**config.mk**
```make
export PLATFORM = sky130hd
export DESIGN_NAME = tx_feeder
export DESIGN_NICKNAME = d
export VERILOG_FILES = /design/src/rtl/uart_pkg.sv /design/src/rtl/sync_fifo.sv /design/src/rtl/tx_feeder.sv
export SDC_FILE = /design/constraint.sdc
export NUM_CORES = 1
export LEC_CHECK = 0
export BUFFER_PORTS_ARGS = -buffer_cell sky130_fd_sc_hd__buf_2
export CAP_MARGIN = 20
export CORE_UTILIZATION = 55
export CTS_CLUSTER_DIAMETER = 40
export CTS_CLUSTER_SIZE = 30
export DETAILED_ROUTE_END_ITERATION = 7
export GPL_TIMING_DRIVEN = 0
export PLACE_DENSITY = 0.81
export SLEW_MARGIN = 15
export SYNTH_ARGS = -nofsm -noshare
export SYNTH_HDL_FRONTEND = slang
export SYNTH_SLANG_ARGS = --single-unit
export TNS_END_PERCENT = 5
```
**constraint.sdc**
```tcl
create_clock -name bclk -period 3.8 [get_ports bclk]
set_clock_uncertainty 0.2 [all_clocks]
set_input_delay 0.95 -clock bclk [delete_from_list [all_inputs] [get_ports bclk]]
set_output_delay 0.95 -clock bclk [all_outputs]
set_load 0.02 [all_outputs]
```
**src/rtl/uart_pkg.sv**
```systemverilog
// uart_pkg: shared FIFO/data-width defaults and tx_feeder state encoding
package uart_pkg;
  localparam int DEPTH_DEF = 16;
  localparam int DW_DEF = 8;
  typedef enum logic [1:0] {IDLE = 2'd0, LAUNCH = 2'd1, WAIT = 2'd2} feeder_state_t;
endpackage

```
**src/rtl/sync_fifo.sv**
```systemverilog
// sync_fifo: circular-buffer FIFO with wrapping pointers, occupancy count and flush
module sync_fifo import uart_pkg::*; #(
  parameter int DEPTH = DEPTH_DEF,
  parameter int DW = DW_DEF
) (
  input  logic                     bclk,
  input  logic                     rst,
  input  logic                     wr_en,
  input  logic [DW-1:0]            wr_data,
  input  logic                     rd_en,
  input  logic                     flush,
  output logic [DW-1:0]            rd_data,
  output logic                     full,
  output logic                     empty,
  output logic [$clog2(DEPTH):0]   count
);
  localparam int AW = $clog2(DEPTH);
  logic [DW-1:0] mem [DEPTH];
  logic [AW-1:0] wr_ptr, rd_ptr;
  logic wr_ok, rd_ok;
  assign full = count == (AW+1)'(DEPTH);
  assign empty = count == '0;
  assign wr_ok = wr_en & ~full & ~flush;
  assign rd_ok = rd_en & ~empty & ~flush;
  assign rd_data = mem[rd_ptr];
  // storage array carries no reset; only accepted writes land
  always_ff @(posedge bclk)
    if (wr_ok) mem[wr_ptr] <= wr_data;
  // pointers wrap naturally at DEPTH; flush returns everything to the origin
  always_ff @(posedge bclk or posedge rst)
    if (rst) begin
      wr_ptr <= '0;
      rd_ptr <= '0;
      count <= '0;
    end else if (flush) begin
      wr_ptr <= '0;
      rd_ptr <= '0;
      count <= '0;
    end else begin
      wr_ptr <= wr_ptr + AW'(wr_ok);
      rd_ptr <= rd_ptr + AW'(rd_ok);
      count <= count + (AW+1)'(wr_ok) - (AW+1)'(rd_ok);
    end
endmodule

```
**src/rtl/tx_feeder.sv**
```systemverilog
// tx_feeder: queues bytes and launches one TX frame at a time with a start pulse
module tx_feeder import uart_pkg::*; #(
  parameter int DEPTH = DEPTH_DEF,
  parameter int DW = DW_DEF
) (
  input  logic                     bclk,
  input  logic                     rst,
  input  logic                     wr_en,
  input  logic [DW-1:0]            wr_data,
  input  logic                     enable,
  input  logic                     flush,
  input  logic                     ovf_clr,
  input  logic                     tx_done,
  output logic                     tx_en,
  output logic [DW-1:0]            din,
  output logic                     full,
  output logic                     empty,
  output logic [$clog2(DEPTH):0]   count,
  output logic                     overflow,
  output logic                     busy
);
  feeder_state_t state, state_nxt;
  logic arm, elig, pop;
  logic [DW-1:0] head;
  sync_fifo #(.DEPTH(DEPTH), .DW(DW)) u_fifo (
    .bclk(bclk), .rst(rst), .wr_en(wr_en), .wr_data(wr_data), .rd_en(pop), .flush(flush),
    .rd_data(head), .full(full), .empty(empty), .count(count)
  );
  assign elig = (state == IDLE) & enable & ~empty & ~flush;
  assign pop = elig & arm;
  assign tx_en = state == LAUNCH;
  assign busy = state != IDLE;
  // next state: pop launches, LAUNCH lasts one cycle, WAIT ends on tx_done
  always_comb begin
    state_nxt = state;
    case (state)
      IDLE:    if (pop) state_nxt = LAUNCH;
      LAUNCH:  state_nxt = WAIT;
      WAIT:    if (tx_done) state_nxt = IDLE;
      default: state_nxt = IDLE;
    endcase
  end
  // the first eligible idle cycle arms, the second pops; this sets the two-cycle launch latency
  always_ff @(posedge bclk or posedge rst)
    if (rst) begin
      state <= IDLE;
      arm <= 1'b0;
      din <= '0;
      overflow <= 1'b0;
    end else begin
      state <= state_nxt;
      arm <= elig & ~arm;
      din <= pop ? head : din;
      overflow <= (wr_en & full) | (overflow & ~ovf_clr);
    end
endmodule

```
==> impl_metrics.xml, run 1 <==
<?xml version="1.0" encoding="UTF-8"?>
<metrics>
  <group name="grt">
    <metric name="grt_overflow_total" unit="">0</metric>
    <metric name="first_pass_grt_wire_length" unit="um">17800</metric>
    <metric name="antenna_found_initial" unit="">0</metric>
    <metric name="global_route.peak_usage_layer" unit="">met2</metric>
    <metric name="groute.layer.met3.usage" unit="">0.0597</metric>
    <metric name="overall_track_demand_over_capacity_in_global_routing" unit="">0.221</metric>
    <metric name="grt_start_max_net_pins" unit="">26</metric>
    <metric name="groute.layer.met1.usage" unit="">0.294</metric>
    <metric name="globalRouteMet2Util" unit="">0.343</metric>
    <metric name="first_global_vias" unit="">3236</metric>
  </group>
  <group name="route">
    <metric name="drt-initial-drc-count" unit="">343</metric>
    <metric name="drt_pre_antenna_iters" unit="">4</metric>
    <metric name="drt-wirelength-per-cell" unit="um">21.9</metric>
    <metric name="count_of_unresolved_drc_violations_after_routing" unit="">0</metric>
    <metric name="count_of_vias_placed_by_the_detailed_router" unit="">3173</metric>
    <metric name="via_per_inst" unit="">5.98</metric>
    <metric name="ant_nets" unit="">0</metric>
    <metric name="drt-total-wl" unit="um">11600</metric>
  </group>
  <group name="clock_tree">
    <metric name="cts_buffers" unit="">17</metric>
    <metric name="number_of_buffers_inserted_by_hold_repair_at_cts" unit="">0</metric>
    <metric name="worst_skew_late_latency" unit="ps">430</metric>
    <metric name="cts_root_buf" unit="">sky130_fd_sc_hd__clkbuf_16</metric>
    <metric name="cts.sink_count" unit="">153</metric>
    <metric name="cts_tree" unit="">done</metric>
    <metric name="cts.reportedPaths.clkPinSlew" unit="ps">60</metric>
    <metric name="cts.htree.levels" unit="">4</metric>
    <metric name="cts_buffer_depth" unit="">2</metric>
  </group>
  <group name="logic_synthesis">
    <metric name="syn_area" unit="um^2">6230</metric>
    <metric name="synth_top_cell_by_area" unit="">sky130_fd_sc_hd__edfxtp_1</metric>
    <metric name="ys_seq_area_frac" unit="">0.717</metric>
    <metric name="synth_flop_cell" unit="">sky130_fd_sc_hd__edfxtp_1</metric>
    <metric name="synth_area_in_compound_gates" unit="">0.0333</metric>
    <metric name="synth.ff_latch_count" unit="">153</metric>
    <metric name="synthesized_instance_count" unit="">324</metric>
    <metric name="simple_gate_share_of_the_synthesized_area" unit="">0.0492</metric>
    <metric name="ranking_of_synthesized_cells_by_instance_count" unit="">128 x sky130_fd_sc_hd__edfxtp_1, 25 x sky130_fd_sc_hd__dfrtp_1, 21 x sky130_fd_sc_hd__nor2_1</metric>
    <metric name="adder_and_majority_gate_portion_of_the_synthesized_area" unit="">0.0233</metric>
    <metric name="yosys.cell_types.count" unit="">39</metric>
    <metric name="synth_edf_count" unit="">128</metric>
    <metric name="synth_top_family_by_area" unit="">multiplexers</metric>
    <metric name="yosysWarnings" unit="">0</metric>
    <metric name="synth_mux_area_frac" unit="">0.141</metric>
    <metric name="fraction_of_registers_with_async_set_or_reset_after_synthesis" unit="">0.163</metric>
    <metric name="synth_area_leaders" unit="">sky130_fd_sc_hd__edfxtp_1 62%, sky130_fd_sc_hd__dfrtp_1 10%, sky130_fd_sc_hd__mux4_1 8.4%, sky130_fd_sc_hd__mux4_2 4.3%, sky130_fd_sc_hd__ha_1 2.0%</metric>
    <metric name="postSynthAreaPerCell" unit="um^2">19.2</metric>
    <metric name="synth_nets" unit="">350</metric>
    <metric name="xor_and_xnor_area_share_after_synthesis" unit="">0.00843</metric>
    <metric name="synth_most_common_cell" unit="">sky130_fd_sc_hd__edfxtp_1</metric>
    <metric name="yosysTopAreaCellShare" unit="">0.617</metric>
  </group>
  <group name="status">
    <metric name="outcome" unit="">finished clean</metric>
  </group>
  <group name="critical_path">
    <metric name="cp_cell_sequence" unit="">inv_1 &gt; ha_1 &gt; or4b_1 &gt; nand3_2 &gt; buf_2 &gt; inv_1 &gt; ha_1 &gt; inv_1 &gt; ha_1 &gt; inv_1 &gt; fa_1 &gt; nor2b_1 &gt; o21bai_1 &gt; a21oi_1 &gt; nor3b_1</metric>
    <metric name="worst_path_largest_cell_delay" unit="ps">510</metric>
    <metric name="critPathMostFrequentCell" unit="">sky130_fd_sc_hd__inv_1</metric>
    <metric name="critical-path-slowest-cell" unit="">sky130_fd_sc_hd__or4b_1</metric>
    <metric name="critPathTopFamily" unit="">simple AND/OR/NAND/NOR gates</metric>
    <metric name="critPathMaxFanout" unit="">10</metric>
    <metric name="startpoint_type" unit="">register</metric>
    <metric name="cp.arrival" unit="ps">3600</metric>
    <metric name="cp.required" unit="ps">3880</metric>
    <metric name="timing_worst_setup_path_type" unit="">register to register</metric>
    <metric name="path_buf_inv" unit="">5</metric>
    <metric name="timing.critical_path.to_type" unit="">register</metric>
  </group>
  <group name="die">
    <metric name="ios" unit="">33</metric>
    <metric name="core" unit="um^2">10900</metric>
    <metric name="die_area" unit="um^2">11800</metric>
    <metric name="die_x" unit="um">108</metric>
    <metric name="placementRows" unit="">38</metric>
    <metric name="die_h" unit="um">108</metric>
    <metric name="floorplan.initialDensity" unit="">0.570</metric>
  </group>
  <group name="layout">
    <metric name="diodes" unit="">0</metric>
    <metric name="layout-drive-gt1-share" unit="">0.233</metric>
    <metric name="filler_cell_count" unit="">725</metric>
    <metric name="syn2layout_area_growth" unit="%">14.2</metric>
    <metric name="fin_nets" unit="">404</metric>
    <metric name="finish.utilization" unit="">0.651</metric>
  </group>
  <group name="sta">
    <metric name="worst_slew_margin_rel" unit="">0.422</metric>
    <metric name="final_hold_viol_count" unit="">0</metric>
    <metric name="post-route-period-util" unit="">0.924</metric>
    <metric name="report.final.slew_viol_count" unit="">0</metric>
    <metric name="worstMarginPinSlew" unit="ps">864</metric>
    <metric name="grt_setup_unrepaired" unit="">no</metric>
    <metric name="setup-tns-final" unit="ps">0</metric>
    <metric name="max_clock_freq" unit="MHz">285</metric>
    <metric name="setup_violations" unit="">0</metric>
    <metric name="finalCriticalPeriod" unit="ps">3510</metric>
  </group>
  <group name="power_and_ir_drop">
    <metric name="cellPowerDensity" unit="nW/um^2">541</metric>
    <metric name="max-vdd-ir-drop" unit="mV">0.419</metric>
    <metric name="cellLeakagePower" unit="nW">2.60</metric>
  </group>
  <group name="placed_design">
    <metric name="dpl.hpwl" unit="um">7740</metric>
    <metric name="place_congestion" unit="">0.782</metric>
    <metric name="placement.io_buffers" unit="">32</metric>
  </group>
  <group name="flow_run">
    <metric name="max_capacitance_violation_count" unit="">0</metric>
  </group>
  <group name="hold_path">
    <metric name="hp-class" unit="">register to register</metric>
  </group>
</metrics>
area by class of cell:
| class | instances | area (um^2) | share of cell area |
|---|---|---|---|
| plain buffers | 16 | 123 | 0.0172 |
| clock buffers | 19 | 433 | 0.0608 |
| clock inverters | 13 | 76.3 | 0.0107 |
| inverters | 14 | 52.6 | 0.00738 |
| multi-input cells | 141 | 1600 | 0.225 |
| flip-flops and latches | 153 | 4470 | 0.628 |
| well taps | 140 | 175 | 0.0246 |
| repair buffers | 35 | 190 | 0.0267 |
layer usage:
layer	wire, um	share of wire
met1	4980	0.43
met2	5650	0.49
met3	719	0.062
met4	289	0.025
met5	0	0
sequential cells by signal, summed over array words and instances (netlist names):
signal,count
state,2
din,8
u_fifo.wr_ptr,4
u_fifo.mem,128
u_fifo.count,5
arm,1
u_fifo.rd_ptr,4
overflow,1
final timing paths:
kind	depth (start not counted)	endpoint	slack, ps	startpoint
max reg2reg	15	u_fifo.count[4]$_DFF_PP0_	290	u_fifo.count[2]$_DFF_PP0_
max	15	u_fifo.count[4]$_DFF_PP0_	290	u_fifo.count[2]$_DFF_PP0_
min in group asynchronous	2	din[0]$_DFFE_PP0P_	310	rst
max in group asynchronous	3	overflow$_DFF_PP0_	2640	rst
min reg2reg	1	arm$_DFF_PP0_	260	arm$_DFF_PP0_
min	1	arm$_DFF_PP0_	260	arm$_DFF_PP0_
layout by cell type (no fill, tap or decap), drive strengths merged, types with 2 or more instances in the layout:
master,instances
clkinvlp,2
nand2,3
o22ai,8
xnor2,3
mux2i,8
nor2,21
buf,46
nor3b,2
a211oi,8
xor2,3
ha,10
nand2b,3
a21o,10
dfrtp,25
nand3b,2
a21oi,2
clkbuf,24
mux4,32
nor3,5
clkinv,8
inv,17
edfxtp,128
nor2b,8
nand3,5
power by group:
part	internal (mW)	leakage (nW)	switching (mW)
logic	0.173	0.867	0.272
clock network	0.823	0.248	0.632
registers	1.90	1.49	0.0501
total	2.90	2.60	0.954
logic make-up after synthesis:
group | Yosys count
adders and majority gates | 11
muxes | 40
AOI/OAI and AO/OA | 30
and+or+nand+nor | 54
buffers and inverters | 30
xor gates and xnor gates | 6
DFF | 153
per-stage QoR:
stage | worst slack, ps | power, mW | hold WS, ps | cells | instance area [um^2]
after floorplan | 450 | 2.27 | 218 | 324 | 6230
after global placement | -24.0 | 2.40 | 232 | 496 | 6570
after detailed placement | -182 | 2.43 | 241 | 498 | 6590
after CTS | 245 | 3.87 | 254 | 530 | 7100
after global routing | 8.40 | 3.99 | 285 | 531 | 7120
final | 288 | 3.85 | 261 | 531 | 7120
what timing repair did:
action,CTS,global route
buffers inserted,0,0
gates resized for setup,0,1
endpoints found under the setup margin,0,1
endpoints found under the hold margin,0,0
(Power assumes the default switching activity.)
==> inputs of run 2 (changes only) <==
--- a/config.mk
+++ b/config.mk
@@ -9,10 +9,11 @@
 export CAP_MARGIN = 20
 export CORE_UTILIZATION = 55
 export CTS_CLUSTER_DIAMETER = 40
-export CTS_CLUSTER_SIZE = 30
+export CTS_CLUSTER_SIZE = 24
 export DETAILED_ROUTE_END_ITERATION = 7
 export GPL_TIMING_DRIVEN = 0
 export PLACE_DENSITY = 0.81
+export RECOVER_POWER = 100
 export SLEW_MARGIN = 15
 export SYNTH_ARGS = -nofsm -noshare
 export SYNTH_HDL_FRONTEND = slang
==> run 2 against run 1 <==
Final area is 0.88% lower; combinational power is 5.6% lower; clock power hardly changed; sequential share of layout area is 0.56 points higher; register-to-register slack hardly changed; clock-buffer cell count stayed put; worst setup slack worse by 11 ps; final cell count stayed put; sequential power hardly changed; total power is 0.59% lower; critical path depth stayed put; global-route usage stayed put; critical path type unchanged; largest cell class unchanged.
==> impl_metrics.xml, run 2 (synthesized netlist as in run 1, its figures left out) <==
<?xml version="1.0" encoding="UTF-8"?>
<metrics>
  <group name="die">
    <metric name="ios" unit="">33</metric>
    <metric name="die_x" unit="um">108</metric>
    <metric name="die_h" unit="um">108</metric>
    <metric name="core" unit="um^2">10900</metric>
    <metric name="placementRows" unit="">38</metric>
    <metric name="floorplan.initialDensity" unit="">0.570</metric>
    <metric name="die_area" unit="um^2">11800</metric>
  </group>
  <group name="layout">
    <metric name="max_ffs_per_register" unit="">128</metric>
    <metric name="registers.top_by_ff_count" unit="">u_fifo.mem</metric>
    <metric name="layout-drive-gt1-share" unit="">0.156</metric>
    <metric name="final_common_cell" unit="">sky130_fd_sc_hd__edfxtp_1</metric>
    <metric name="fin_nets" unit="">404</metric>
    <metric name="fin_cells" unit="">531</metric>
    <metric name="layout_top_registers" unit="">u_fifo.mem: 128 flops, din: 8 flops, u_fifo.count: 5 flops</metric>
    <metric name="diodes" unit="">0</metric>
    <metric name="filler_cell_count" unit="">737</metric>
    <metric name="syn2layout_area_growth" unit="%">13.2</metric>
    <metric name="layout.cells.most_common_list" unit="">128 x sky130_fd_sc_hd__edfxtp_1, 34 x sky130_fd_sc_hd__clkbuf_1, 25 x sky130_fd_sc_hd__dfrtp_1</metric>
  </group>
  <group name="status">
    <metric name="outcome" unit="">finished clean</metric>
  </group>
  <group name="clock_tree">
    <metric name="postCtsSetupBuffers" unit="">0</metric>
    <metric name="cts.sink_count" unit="">153</metric>
    <metric name="cts_buffer_depth" unit="">2</metric>
    <metric name="cts.htree.levels" unit="">4</metric>
    <metric name="cts_tree" unit="">done</metric>
    <metric name="cts.reportedPaths.clkPinSlew" unit="ps">60</metric>
    <metric name="worst_skew_late_latency" unit="ps">430</metric>
    <metric name="cts_buffers" unit="">17</metric>
    <metric name="number_of_buffers_inserted_by_hold_repair_at_cts" unit="">0</metric>
    <metric name="cts_root_buf" unit="">sky130_fd_sc_hd__clkbuf_16</metric>
  </group>
  <group name="critical_path">
    <metric name="timing_worst_setup_path_type" unit="">register to register</metric>
    <metric name="critPathMaxFanout" unit="">10</metric>
    <metric name="timing.critical_path.to_type" unit="">register</metric>
    <metric name="critPathTopFamily" unit="">simple AND/OR/NAND/NOR gates</metric>
    <metric name="startpoint_type" unit="">register</metric>
    <metric name="cp.required" unit="ps">3880</metric>
    <metric name="critical_path.reg2reg.startpoint" unit="">u_fifo.count[2]$_DFF_PP0_</metric>
    <metric name="ff2ff_path_depth" unit="">15</metric>
    <metric name="cp.arrival" unit="ps">3610</metric>
    <metric name="critical_path_depth" unit="">15</metric>
    <metric name="cp_cell_sequence" unit="">inv_1 &gt; ha_1 &gt; or4b_1 &gt; nand3_2 &gt; buf_2 &gt; inv_1 &gt; ha_1 &gt; inv_1 &gt; ha_1 &gt; inv_1 &gt; fa_1 &gt; nor2b_1 &gt; o21bai_1 &gt; a21oi_1 &gt; nor3b_1</metric>
    <metric name="worst_path_largest_cell_delay" unit="ps">510</metric>
    <metric name="reg2reg_slack" unit="ps">280</metric>
    <metric name="path_buf_inv" unit="">5</metric>
    <metric name="critical-path-slowest-cell" unit="">sky130_fd_sc_hd__or4b_1</metric>
    <metric name="crit-reg2reg-capture" unit="">u_fifo.count[4]$_DFF_PP0_</metric>
    <metric name="critPathMostFrequentCell" unit="">sky130_fd_sc_hd__inv_1</metric>
  </group>
  <group name="grt">
    <metric name="grt_overflow_total" unit="">0</metric>
    <metric name="antenna_found_initial" unit="">0</metric>
    <metric name="first_pass_grt_wire_length" unit="um">17800</metric>
    <metric name="first_global_vias" unit="">3236</metric>
    <metric name="overall_track_demand_over_capacity_in_global_routing" unit="">0.221</metric>
    <metric name="grt_start_max_net_pins" unit="">26</metric>
  </group>
  <group name="sta">
    <metric name="final_hold_viol_count" unit="">0</metric>
    <metric name="grt_setup_unrepaired" unit="">no</metric>
    <metric name="setup_violations" unit="">0</metric>
    <metric name="max_clock_freq" unit="MHz">284</metric>
    <metric name="finalCriticalPeriod" unit="ps">3520</metric>
    <metric name="worst_slew_margin_rel" unit="">0.382</metric>
    <metric name="finalWorstSetupSlack" unit="ps">277</metric>
    <metric name="report.final.slew_viol_count" unit="">0</metric>
    <metric name="worstMarginPinSlew" unit="ps">924</metric>
    <metric name="post-route-period-util" unit="">0.927</metric>
  </group>
  <group name="route">
    <metric name="count_of_unresolved_drc_violations_after_routing" unit="">0</metric>
    <metric name="drt_pre_antenna_iters" unit="">5</metric>
    <metric name="drt-total-wl" unit="um">11600</metric>
    <metric name="ant_nets" unit="">0</metric>
    <metric name="drt-wirelength-per-cell" unit="um">21.9</metric>
    <metric name="via_per_inst" unit="">5.94</metric>
    <metric name="drt-initial-drc-count" unit="">347</metric>
    <metric name="count_of_vias_placed_by_the_detailed_router" unit="">3152</metric>
  </group>
  <group name="power_and_ir_drop">
    <metric name="share_clk_of_total_power" unit="">0.380</metric>
    <metric name="cellLeakagePower" unit="nW">2.50</metric>
    <metric name="p_sw_frac" unit="">0.249</metric>
    <metric name="cellPowerDensity" unit="nW/um^2">543</metric>
    <metric name="max-vdd-ir-drop" unit="mV">0.413</metric>
    <metric name="seq_power_share" unit="">0.511</metric>
    <metric name="p_int" unit="mW">2.87</metric>
    <metric name="comb_power_share" unit="">0.109</metric>
    <metric name="p_switching" unit="mW">0.955</metric>
  </group>
  <group name="placed_design">
    <metric name="place_worst_setup_slack" unit="ps">-182</metric>
    <metric name="dpl.hpwl" unit="um">7740</metric>
    <metric name="placement.io_buffers" unit="">32</metric>
    <metric name="dpl.cell_count" unit="">498</metric>
    <metric name="place_congestion" unit="">0.782</metric>
  </group>
  <group name="flow_run">
    <metric name="max_capacitance_violation_count" unit="">0</metric>
  </group>
  <group name="hold_path">
    <metric name="worst_hold_path.num_cells" unit="">1</metric>
    <metric name="hp-class" unit="">register to register</metric>
    <metric name="hold-path-endpoint" unit="">arm$_DFF_PP0_</metric>
    <metric name="hp-start" unit="">arm$_DFF_PP0_</metric>
  </group>
</metrics>
-- run 2: power by group through the flow --
stage | combinational [mW] | clock (mW) | sequential [mW]
finish | 0.419 | 1.45 | 1.95
global route | 0.464 | 1.54 | 1.96
CTS | 0.446 | 1.47 | 1.95
detailed placement | 0.444 | 0 | 1.98
global placement | 0.424 | 0 | 1.98
floorplan | 0.218 | 0 | 2.05
-- run 2: worst reg2reg max path, delay by kind of cell (launching register included) --
family                   cells  cell delay (ps)
flip-flops                   1              400
AND/OR/NAND/NOR              4              990
adder cells (fa/ha/maj)      4              970
buffers and inverters        5              570
AO/OA/AOI/OAI                2              280
-- run 2: layer usage --
layer / global-route usage / vias to the layer above / part of all wire
met1: 0.294 / 1591 / 0.42
li1: - / 1413 / -
met5: 0 / - / 0
met2: 0.343 / 123 / 0.48
met3: 0.0597 / 25 / 0.074
met4: 0.103 / 0 / 0.023
-- run 2: how the worst max path moves through the flow --
| stage | start | end | slack [ps] |
|---|---|---|---|
| 2_1_floorplan | flush | u_fifo.count[4]$_DFF_PP0_ | 450 |
| 3_5_place_dp | flush | u_fifo.count[4]$_DFF_PP0_ | -180 |
| 6_report | u_fifo.count[2]$_DFF_PP0_ | u_fifo.count[4]$_DFF_PP0_ | 280 |
| 3_3_place_gp | flush | u_fifo.count[4]$_DFF_PP0_ | -20 |
| 5_1_grt | u_fifo.count[2]$_DFF_PP0_ | u_fifo.count[4]$_DFF_PP0_ | 6 |
| 4_1_cts | flush | u_fifo.count[4]$_DFF_PP0_ | 250 |
-- run 2: area by class of cell --
cell class | count | area, um^2 | area share
Sequential cell | 153 | 4470 | 0.633
Multi-Input combinational cell | 141 | 1590 | 0.225
Clock buffer | 19 | 433 | 0.0614
Tap cell | 140 | 175 | 0.0248
Timing Repair Buffer | 35 | 140 | 0.0199
Buffer | 16 | 121 | 0.0172
Clock inverter | 13 | 76.3 | 0.0108
Inverter | 14 | 52.6 | 0.00745
-- run 2: through the flow --
step | util | instance area (um^2) | hold WS [ps] | power, mW | setup TNS, ps
5_1_grt | 0.645 | 7060 | 285 | 3.96 | 0
3_5_place_dp | 0.602 | 6590 | 241 | 2.43 | -182
4_1_cts | 0.649 | 7100 | 254 | 3.87 | 0
2_1_floorplan | - | 6230 | 218 | 2.27 | 0
6_report | 0.645 | 7060 | 260 | 3.83 | 0
3_3_place_gp | 0.601 | 6570 | 232 | 2.40 | -24.0
-- run 2: timing repair --
item,in CTS,in global routing
resized for setup,0,1
endpoints found under the hold margin,0,0
setup endpoints to repair,0,1
==> inputs of run 3 (changes only) <==
--- a/config.mk
+++ b/config.mk
@@ -7,13 +7,15 @@
 export LEC_CHECK = 0
 export BUFFER_PORTS_ARGS = -buffer_cell sky130_fd_sc_hd__buf_2
 export CAP_MARGIN = 20
-export CORE_UTILIZATION = 55
+export CORE_UTILIZATION = 45
 export CTS_CLUSTER_DIAMETER = 40
 export CTS_CLUSTER_SIZE = 24
 export DETAILED_ROUTE_END_ITERATION = 7
 export GPL_TIMING_DRIVEN = 0
-export PLACE_DENSITY = 0.81
+export PLACE_DENSITY = 0.7
 export RECOVER_POWER = 100
+export REMOVE_ABC_BUFFERS = 1
+export SKIP_LAST_GASP = 1
 export SLEW_MARGIN = 15
 export SYNTH_ARGS = -nofsm -noshare
 export SYNTH_HDL_FRONTEND = slang
==> run 3 against run 2 <==
Hold slack worse by 34 ps; first-iteration DRC count fell by 34%; register-to-register slack gained 110 ps; maximum frequency increased by 3.2%; final cell count rose by 4.1%; worst setup slack better by 110 ps; sequential power about the same; wire length grew 1.7%; final area rose by 0.59%; non-clock buffer count down 14; clock-buffer cell count is the same; global-route usage down 4.1 points.
==> impl_metrics.xml, run 3 (synthesized netlist as in run 1, its figures left out) <==
<?xml version="1.0" encoding="UTF-8"?>
<metrics>
  <group name="critical_path">
    <metric name="critical-path-slowest-cell" unit="">sky130_fd_sc_hd__nor3b_1</metric>
    <metric name="cp.arrival" unit="ps">3260</metric>
    <metric name="critPathTopFamily" unit="">simple AND/OR/NAND/NOR gates</metric>
    <metric name="startpoint_type" unit="">register</metric>
    <metric name="worst_path_largest_cell_delay" unit="ps">730</metric>
    <metric name="timing.critical_path.to_type" unit="">register</metric>
    <metric name="path_buf_inv" unit="">1</metric>
    <metric name="cp.required" unit="ps">3650</metric>
    <metric name="critical_path.reg2reg.startpoint" unit="">u_fifo.count[2]$_DFF_PP0_</metric>
    <metric name="timing_worst_setup_path_type" unit="">register to register</metric>
    <metric name="cp_cell_sequence" unit="">inv_1 &gt; ha_1 &gt; and4bb_1 &gt; nor3b_1 &gt; or3b_1 &gt; nor2_1</metric>
    <metric name="reg2reg_slack" unit="ps">390</metric>
    <metric name="critPathMaxFanout" unit="">8</metric>
    <metric name="crit-reg2reg-capture" unit="">u_fifo.mem[12][3]$_DFFE_PP_</metric>
    <metric name="ff2ff_path_depth" unit="">6</metric>
  </group>
  <group name="grt">
    <metric name="globalRouteMet2Util" unit="">0.295</metric>
    <metric name="grt_start_max_net_pins" unit="">35</metric>
    <metric name="grt_overflow_total" unit="">0</metric>
    <metric name="groute.layer.met1.usage" unit="">0.236</metric>
    <metric name="first_global_vias" unit="">3164</metric>
    <metric name="global_route.peak_usage_layer" unit="">met2</metric>
    <metric name="groute.layer.met3.usage" unit="">0.0523</metric>
    <metric name="overall_track_demand_over_capacity_in_global_routing" unit="">0.180</metric>
    <metric name="first_pass_grt_wire_length" unit="um">18100</metric>
    <metric name="antenna_found_initial" unit="">0</metric>
  </group>
  <group name="layout">
    <metric name="diodes" unit="">0</metric>
    <metric name="syn2layout_area_growth" unit="%">13.9</metric>
    <metric name="multi_input_area" unit="um^2">1580</metric>
    <metric name="registers.top_by_ff_count" unit="">u_fifo.mem</metric>
    <metric name="layout-drive-gt1-share" unit="">0.143</metric>
    <metric name="final_common_cell" unit="">sky130_fd_sc_hd__edfxtp_1</metric>
    <metric name="layout.cells.most_common_list" unit="">128 x sky130_fd_sc_hd__edfxtp_1, 30 x sky130_fd_sc_hd__clkbuf_1, 24 x sky130_fd_sc_hd__dfrtp_1</metric>
    <metric name="fin_nets" unit="">390</metric>
    <metric name="finish.utilization" unit="">0.530</metric>
    <metric name="max_ffs_per_register" unit="">128</metric>
    <metric name="register_area" unit="um^2">4470</metric>
    <metric name="filler_cell_count" unit="">1064</metric>
    <metric name="layout_top_registers" unit="">u_fifo.mem: 128 flops, din: 8 flops, u_fifo.count: 5 flops</metric>
  </group>
  <group name="die">
    <metric name="die_area" unit="um^2">14300</metric>
    <metric name="die_x" unit="um">120</metric>
    <metric name="placementRows" unit="">42</metric>
    <metric name="ios" unit="">33</metric>
    <metric name="floorplan.initialDensity" unit="">0.465</metric>
    <metric name="core" unit="um^2">13400</metric>
    <metric name="die_h" unit="um">120</metric>
  </group>
  <group name="clock_tree">
    <metric name="cts.reportedPaths.clkPinSlew" unit="ps">60</metric>
    <metric name="cts_buffers" unit="">17</metric>
    <metric name="cts_resized" unit="">0</metric>
    <metric name="postCtsSetupBuffers" unit="">0</metric>
    <metric name="cts.sink_count" unit="">153</metric>
    <metric name="cts_buffer_depth" unit="">2</metric>
    <metric name="cts.htree.levels" unit="">4</metric>
    <metric name="cts_root_buf" unit="">sky130_fd_sc_hd__clkbuf_16</metric>
    <metric name="number_of_buffers_inserted_by_hold_repair_at_cts" unit="">0</metric>
    <metric name="cts_tree" unit="">done</metric>
    <metric name="worst_skew_late_latency" unit="ps">420</metric>
  </group>
  <group name="placed_design">
    <metric name="place_congestion" unit="">0.700</metric>
    <metric name="placement.io_buffers" unit="">32</metric>
    <metric name="place_worst_setup_slack" unit="ps">-264</metric>
    <metric name="dpl.hpwl" unit="um">7260</metric>
  </group>
  <group name="sta">
    <metric name="report.final.slew_viol_count" unit="">0</metric>
    <metric name="finalCriticalPeriod" unit="ps">3410</metric>
    <metric name="grt_setup_unrepaired" unit="">no</metric>
    <metric name="post-route-period-util" unit="">0.898</metric>
    <metric name="final_hold_viol_count" unit="">0</metric>
    <metric name="setup-tns-final" unit="ps">0</metric>
    <metric name="worst_slew_margin_rel" unit="">0.214</metric>
    <metric name="worstMarginPinSlew" unit="ps">1180</metric>
    <metric name="setup_violations" unit="">0</metric>
    <metric name="max_clock_freq" unit="MHz">293</metric>
    <metric name="finalWorstSetupSlack" unit="ps">387</metric>
    <metric name="finalHoldWorstSlack" unit="ps">226</metric>
  </group>
  <group name="hold_path">
    <metric name="hold-path-endpoint" unit="">arm$_DFF_PP0_</metric>
    <metric name="hp-class" unit="">register to register</metric>
    <metric name="worst_hold_path.num_cells" unit="">1</metric>
    <metric name="hp-start" unit="">arm$_DFF_PP0_</metric>
  </group>
  <group name="power_and_ir_drop">
    <metric name="cellPowerDensity" unit="nW/um^2">577</metric>
    <metric name="max-vdd-ir-drop" unit="mV">0.472</metric>
    <metric name="cellLeakagePower" unit="nW">2.47</metric>
  </group>
  <group name="route">
    <metric name="count_of_unresolved_drc_violations_after_routing" unit="">0</metric>
    <metric name="drt-wirelength-per-cell" unit="um">21.3</metric>
    <metric name="drt_pre_antenna_iters" unit="">4</metric>
    <metric name="drt-total-wl" unit="um">11800</metric>
    <metric name="via_per_inst" unit="">5.54</metric>
    <metric name="count_of_vias_placed_by_the_detailed_router" unit="">3062</metric>
    <metric name="ant_nets" unit="">0</metric>
    <metric name="drt-initial-drc-count" unit="">228</metric>
  </group>
  <group name="flow_run">
    <metric name="max_capacitance_violation_count" unit="">0</metric>
  </group>
  <group name="status">
    <metric name="outcome" unit="">finished clean</metric>
  </group>
</metrics>
[run 3: cell types whose count changed in the layout (fill, tap and decap cells not counted), sizes merged]
cell      previous run  this run
clkinvlp             2         4
bufinv               0         3
clkinv               8         3
clkbuf              53        48
buf                 17         8
[run 3: area by class of cell]
class | instances | share of cell area
flip-flops and latches | 153 | 0.630
clock buffers | 19 | 0.0624
inverters | 14 | 0.00740
well taps | 176 | 0.0310
repair buffers | 37 | 0.0234
multi-input cells | 141 | 0.222
clock inverters | 13 | 0.0236
[run 3: how the worst max path moves through the flow]
| stage | start | to | slack [ps] | depth (start not counted) |
|---|---|---|---|---|
| 6_report | u_fifo.count[2]$_DFF_PP0_ | u_fifo.mem[12][3]$_DFFE_PP_ | 390 | 6 |
| 5_1_grt | u_fifo.count[2]$_DFF_PP0_ | u_fifo.mem[12][7]$_DFFE_PP_ | 190 | 6 |
| 4_1_cts | flush | u_fifo.count[4]$_DFF_PP0_ | 130 | 13 |
| 3_5_place_dp | flush | u_fifo.count[4]$_DFF_PP0_ | -260 | 13 |
| 3_3_place_gp | flush | u_fifo.count[4]$_DFF_PP0_ | -100 | 13 |
| 2_1_floorplan | flush | u_fifo.count[4]$_DFF_PP0_ | 500 | 12 |
[run 3: where the power goes]
| group | switching [mW] | internal (mW) |
|---|---|---|
| combinational | 0.265 | 0.146 |
| sequential | 0.0568 | 1.90 |
| clock | 0.672 | 1.06 |
| total | 0.994 | 3.10 |
[run 3: stage by stage]
stage / instance area, um^2 / power (mW) / instances
after detailed placement: 6540 / 2.43 / 519
after CTS: 7150 / 4.14 / 551
after floorplan: 6110 / 2.26 / 308
after global placement: 6490 / 2.41 / 516
after global routing: 7100 / 4.23 / 553
final: 7100 / 4.10 / 553
[run 3: per-layer routing]
layer / wire [um] / up-vias
met2: 6040 / 86
met4: 123 / 0
met1: 4970 / 1584
met5: 0 / -
met3: 667 / 15
li1: - / 1377
